===== config.mk =====
export PLATFORM = sky130hd
export DESIGN_NAME = dm_arbiter
export DESIGN_NICKNAME = d
export VERILOG_FILES = /design/src/rtl/dm_arbiter.sv
export SDC_FILE = /design/constraint.sdc
export NUM_CORES = 1
export LEC_CHECK = 0
export ABC_CLOCK_PERIOD_IN_PS = 1900
export BUFFER_PORTS_ARGS = -buffer_cell sky130_fd_sc_hd__buf_2
export CORE_MARGIN = 1
export CORE_UTILIZATION = 45
export CTS_BUF_LIST = sky130_fd_sc_hd__clkbuf_4 sky130_fd_sc_hd__clkbuf_8 sky130_fd_sc_hd__clkbuf_16
export CTS_CLUSTER_SIZE = 10
export DETAILED_ROUTE_END_ITERATION = 16
export MAX_ROUTING_LAYER = met4
export PLACE_DENSITY = 0.8
export SKIP_CTS_REPAIR_TIMING = 1
export SYNTH_ARGS = -nofsm -noshare
export SYNTH_HDL_FRONTEND = slang
export SYNTH_SLANG_ARGS = --single-unit

===== constraint.sdc =====
create_clock -name clk -period 1.9 [get_ports clk]
set_input_delay 0.095 -clock clk [delete_from_list [all_inputs] [get_ports clk]]
set_output_delay 0.095 -clock clk [all_outputs]
set_load 0.02 [all_outputs]

===== src/rtl/dm_arbiter.sv =====
// Two-port data-memory arbiter: CPU MEM stage (port 0) vs DMA/debug (port 1).
// Contention policy: fixed priority to port 0, or round-robin when DM_ARB_RR_EN is defined.
module dm_arbiter #(
  parameter logic [3:0] TIMEOUT = 4'd15
) (
  input  logic        clk,
  input  logic        reset,
  input  logic [1:0]  req,
  input  logic        we0,
  input  logic        we1,
  input  logic [31:0] addr0,
  input  logic [31:0] addr1,
  input  logic [3:0]  be0,
  input  logic [3:0]  be1,
  input  logic [31:0] wdata0,
  input  logic [31:0] wdata1,
  output logic [1:0]  gnt,
  output logic [1:0]  rvalid,
  output logic [31:0] rdata,
  output logic        err,
  output logic        cpu_stall,
  output logic        mem_en,
  output logic        mem_we,
  output logic [31:0] mem_addr,
  output logic [31:0] mem_wdata,
  output logic [3:0]  mem_be,
  input  logic [31:0] mem_rdata,
  input  logic        mem_ready
);

  typedef enum logic [1:0] {IDLE, BUSY, DONE} state_t;

  typedef struct packed {
    logic        we;
    logic [31:0] addr;
    logic [3:0]  be;
    logic [31:0] wdata;
  } acc_t;

  state_t     state;
  acc_t       a0, a1, sel, acc_q;
  logic       owner;
  logic       win;
  logic [3:0] cnt;

  assign a0 = {we0, addr0, be0, wdata0};
  assign a1 = {we1, addr1, be1, wdata1};

`ifdef DM_ARB_RR_EN
  logic last_owner;
  // Under contention the port that did not win last time goes next.
  always_comb begin
    win = req[1];
    if (req == 2'b11) win = ~last_owner;
  end
`else
  always_comb begin
    win = ~req[0];
  end
`endif

  assign sel = win ? a1 : a0;

  // Grant is decided combinationally in the IDLE cycle so a zero-wait access
  // spans gnt(T), mem_en(T+1), rvalid(T+2).
  always_comb begin
    gnt = 2'b00;
    if (reset && state == IDLE && req != 2'b00) gnt = win ? 2'b10 : 2'b01;
  end

  always_comb begin
    rvalid = 2'b00;
    if (state == DONE) rvalid = owner ? 2'b10 : 2'b01;
  end

  assign cpu_stall = req[0] & ~rvalid[0];

  // Memory side decodes straight from state so reset drops mem_en at once.
  assign mem_en    = (state == BUSY);
  assign mem_we    = mem_en & acc_q.we;
  assign mem_addr  = mem_en ? acc_q.addr  : 32'h0;
  assign mem_wdata = mem_en ? acc_q.wdata : 32'h0;
  assign mem_be    = mem_en ? acc_q.be    : 4'h0;

  always_ff @(posedge clk or negedge reset) begin
    if (!reset) begin
      state <= IDLE;
      owner <= 1'b0;
      acc_q <= '0;
      cnt   <= 4'd0;
      rdata <= 32'h0;
      err   <= 1'b0;
`ifdef DM_ARB_RR_EN
      last_owner <= 1'b1;
`endif
    end else begin
      unique case (state)
        IDLE: begin
          if (req != 2'b00) begin
            owner <= win;
            acc_q <= sel;
            cnt   <= 4'd0;
`ifdef DM_ARB_RR_EN
            last_owner <= win;
`endif
            // Empty byte enable: nothing to access, complete immediately.
            if (sel.be == 4'h0) begin
              rdata <= 32'h0;
              err   <= 1'b0;
              state <= DONE;
            end else begin
              state <= BUSY;
            end
          end
        end
        BUSY: begin
          if (mem_ready) begin
            rdata <= acc_q.we ? 32'h0 : mem_rdata;
            err   <= 1'b0;
            state <= DONE;
          end else if (cnt == TIMEOUT - 4'd1) begin
            rdata <= 32'h0;
            err   <= 1'b1;
            state <= DONE;
          end else begin
            cnt <= cnt + 4'd1;
          end
        end
        DONE:    state <= IDLE;
        default: state <= IDLE;
      endcase
    end
  end

endmodule


After elaboration in Yosys (flattened, before gate mapping)
Index checks and enable logic that the tools add are counted.
- bits in registers: 109
- input bits: 175
- output and inout bits: 108
- $add $sub $neg: 1
- eq/ne operators: 8
- muxes and demuxes: 28
- bitwise gates (word level): 4
- reduce and logical (&&, ||, !) cells: 10
- operators with widths (kind ; count):
    2-to-1 mux 32 bit ; 7
    2-to-1 mux 69 bit ; 1
    case mux 32 bit (2 select lines) ; 1
    2-to-1 mux 2 bit ; 8
    2-to-1 mux 4 bit ; 4
    case mux 4 bit (2 select lines) ; 1
    AND reduction 4 bit ; 2
    adder 4 x 1 -> 4 bit, second input constant ; 1
    equality test 4 bit, second input constant ; 1
    logical NOT 4 bit ; 1
    2-to-1 mux 1 bit ; 4
    != test 2 x 1 -> 1 bit, second input constant ; 2
    != test 2 bit, second input constant ; 2
    case mux 2 bit (2 select lines) ; 1
    AND reduction 2 bit ; 2
    nonzero test 2 bit ; 2
    != test 3 x 1 -> 1 bit, second input constant ; 1
    bitwise AND 1 bit ; 2
    equality test 2 x 1 -> 1 bit, second input constant ; 1
    equality test 2 bit, second input constant ; 1
    logical AND 1 bit ; 2
    logical NOT 2 bit ; 1
    inverter 1 bit ; 2
    case mux 1 bit (2 select lines) ; 1

Depth between registers and ports, before layout
- depth after elaboration: 5
- mapped depth: 7
- gate-level depth less buffers: 6

Worst setup path after synthesis
Ideal clock, no wire load.
- kind: register to output
- start: register state[0]
- end: output gnt[1]
- arrival: 1.645 ns
- required time: 1.805 ns
- setup slack: 0.160 ns
- stages on the path, launching flop included: 7
- path through: dfrtp_1 -> buf_2 -> nor2_1 -> o21ai_1 -> buf_2 -> buf_2 -> nor3b_1
- longest elaborated chain between the ends: 4
- ends and longest elaborated chain (item ; line ; source):
    start, declared ; 40 ; state_t state;
    start signal, assigned ; 87 ; state <= IDLE;
    start signal, assigned ; 110 ; state <= DONE;
    start signal, assigned ; 112 ; state <= BUSY;
    logical NOT 2 bit ; 68 ; if (reset && state == IDLE && req != 2'b00) gnt = win ? 2'b10 : 2'b01;
    logical AND 1 bit (2 in a row) ; 68 ;
    2-to-1 mux 2 bit ; 68 ;
    end, declared ; 17 ; output logic [1:0] gnt,
No other way between the ends.

Worst setup path in the final report
- start: register state[1]
- end: output mem_addr[1]
- longest elaborated chain between the ends: 2
- ends and longest elaborated chain (item ; line ; source):
    equality test 2 x 1 -> 1 bit ; 79 ; assign mem_en = (state == BUSY);
    2-to-1 mux 32 bit ; 81 ; assign mem_addr = mem_en ? acc_q.addr : 32'h0;
    end, declared ; 24 ; output logic [31:0] mem_addr,
No other way between the ends.

==> flow_summary.toml <==
[power]
leakagePower_nw = 4.10
p_per_area_nw_per_um2 = 1450
ir_drop_mv = 0.943

[worst_setup_path]
crit_fanout = 41
startpoint_type = "register"
arrival_ns = 1.75
path_class = "reg -> out"
worstPathRequired_ns = 1.80
end_kind = "output port"

[drt]
drtPass1Iterations = 4
avgRoutedWirePerCell_um = 15.4
drc_errors = 0
via_per_inst = 5.08
vias = 4817
ant_nets = 0
drt_wl_total_um = 14600
drtIter0Drc = 253

[timing]
rsz0062_at_grt = "true"
slew_headroom = 0.625
fin_tns_setup_ns = 0
fmax_mhz = 542
setup_viol = 0
slew_viol_final = 0
final_hold_viol_count = 1
worst_pin_slew_ns = 0.563
fin_crit_sh = 0.972
layout_setup_ws_ns = 0.0541
finalWorstPathRequiredPeriod_ns = 1.85
fin_skew_ns = 0.00610
hold_ws_ns = -0.00373

[logic_synthesis]
ys_seq_area_frac = 0.521
synth-edff-count = 0
synth_seq_cells = 109
synth.distinct_cells = 34
synth_flop_cell = "dfrtp_1"
async_flop_share = 1.00
synth.avg_cell_area_sq_um = 10.5
yosysWarnings = 0
syn_nets = 675
synthCells = 498
synthesis.area_sq_um = 5230

[die]
rows = 39
die_h_um = 110
io_pins = 283
core_sq_um = 11400
start_util = 0.460
die_area_sq_um = 12100
die_width_um = 110

[min_path]
min_path_type = "in -> reg"

[clock_tree]
cts_tree = "done"
cts_buffers = 9
cts_max_path_buffers = 2
clk_pin_slew_ns = 0.07
clock-sinks = 109
clk_latency_ns = 0.34
htree_num_levels = 3
cts.root.buffer_cell = "clkbuf_16"

[placement]
placed_area_sq_um = 6800
place_ws_ns = -0.0138
place.gp.congestion = 0.774
dp_cells = 898
portBuffers = 282
dp_hpwl_um = 10500

[cells_and_area]
finalInstanceArea_sq_um = 7450
final_common_cell = "buf_2"
fin_cells = 948
area_delta_synth_final_pct = 42.5
drive_gt1_frac = 0.409
nNetsFinal = 976
layout_common_cells = "buf_2, dfrtp_1, nand2_1"

[global_routing]
grt_max_degree = 80
grt_pass1_vias = 4403
grt_pass1_wl_um = 20500
grtUsageTotal = 0.230
gr-total-overflow = 0
grt_antenna_before_repair = 1

[outcome]
status = "finished with violations"
violations = "hold timing"

[flow_run]
maxCapViolCount = 0
## state kept, by name, summed over array words and instances (netlist names)
name,count
acc_q,69
rdata,32
cnt,4
err,1
state,2
owner,1
## logic make-up (layout without fill, tap and decap cells)
| family | Yosys count | in the layout | share of synthesized area |
|---|---|---|---|
| buffers and inverters | 42 | 348 | 0.0392 |
| xor gates and xnor gates | 2 | 2 | 0.00335 |
| DFF | 109 | 109 | 0.521 |
| muxes | 69 | 69 | 0.132 |
| other | 0 | 1 | 0 |
| adders and majority gates | 2 | 2 | 0.00478 |
| AOI/OAI and AO/OA | 112 | 112 | 0.136 |
| and+or+nand+nor | 162 | 162 | 0.164 |
## power breakdown
part | switching [mW] | internal, mW
clock network | 0.796 | 1.14
logic | 3.01 | 1.99
registers | 0.556 | 3.31
## synthesized netlist by cell type, types with 2 or more instances
| cell type | count | area [sq um] |
|---|---|---|
| dfrtp_1 | 109 | 2730 |
| nand2_1 | 71 | 267 |
| o21ai_1 | 71 | 355 |
| and2_1 | 69 | 432 |
| mux2i_1 | 69 | 691 |
| a22o_1 | 33 | 289 |
| buf_2 | 20 | 100 |
| clkbuf_1 | 14 | 52.6 |
| a21oi_1 | 3 | 15.0 |
| buf_6 | 3 | 33.8 |
| nand2b_1 | 3 | 18.8 |
| nand3_1 | 3 | 15.0 |
| nor2_1 | 3 | 11.3 |
| and3_1 | 2 | 12.5 |
| ha_1 | 2 | 25.0 |
| inv_1 | 2 | 7.51 |
| inv_2 | 2 | 7.51 |
| nor3b_1 | 2 | 15.0 |
| xor2_1 | 2 | 17.5 |
## layout make-up
cell class / count / area (sq um)
diodes: 1 / 2.50
clock buffers: 13 / 274
clock inverters: 3 / 42.5
fillers: 926 / 3920
inverters: 4 / 15.0
multi-input cells: 347 / 2330
flip-flops and latches: 109 / 2730
well taps: 143 / 179
repair buffers: 328 / 1880
## stage by stage
stage,utilization,power [mW]
floorplan,-,7.08
global placement,0.598,8.50
detailed placement,0.598,8.71
CTS,0.626,10.7
global route,0.656,11.5
finish,0.656,10.8
## final timing paths
kind | from | endpoint | slack (ns) | cells after the start
max | state[1] | mem_addr[1] | 0.05 | 5
max in group asynchronous | reset | acc_q[38] | 0.97 | 3
min reg2reg | acc_q[53] | acc_q[53] | 0.48 | 2
max reg2reg | cnt[0] | rdata[6] | 0.12 | 7
min in group asynchronous | reset | err | 0.15 | 2
min | mem_rdata[15] | rdata[15] | -0.004 | 2
## layer usage
metal | vias to the layer above | GRT usage | part of all wire | wire [um]
met5 | - | - | 0 | 0
met4 | 0 | 0.0943 | 0.019 | 278
met3 | 26 | 0.0373 | 0.066 | 956
met2 | 206 | 0.388 | 0.51 | 7400
met1 | 2272 | 0.275 | 0.41 | 5960
li1 | 2313 | - | - | -
## worst max-delay path: stages, from the launching register on
cell,delay (ns)
dfrtp_1,0.48
nand2b_2,0.28
inv_2,0.10
buf_8,0.21
and2_1,0.17
buf_2,0.16
(Power assumes the default switching activity.)
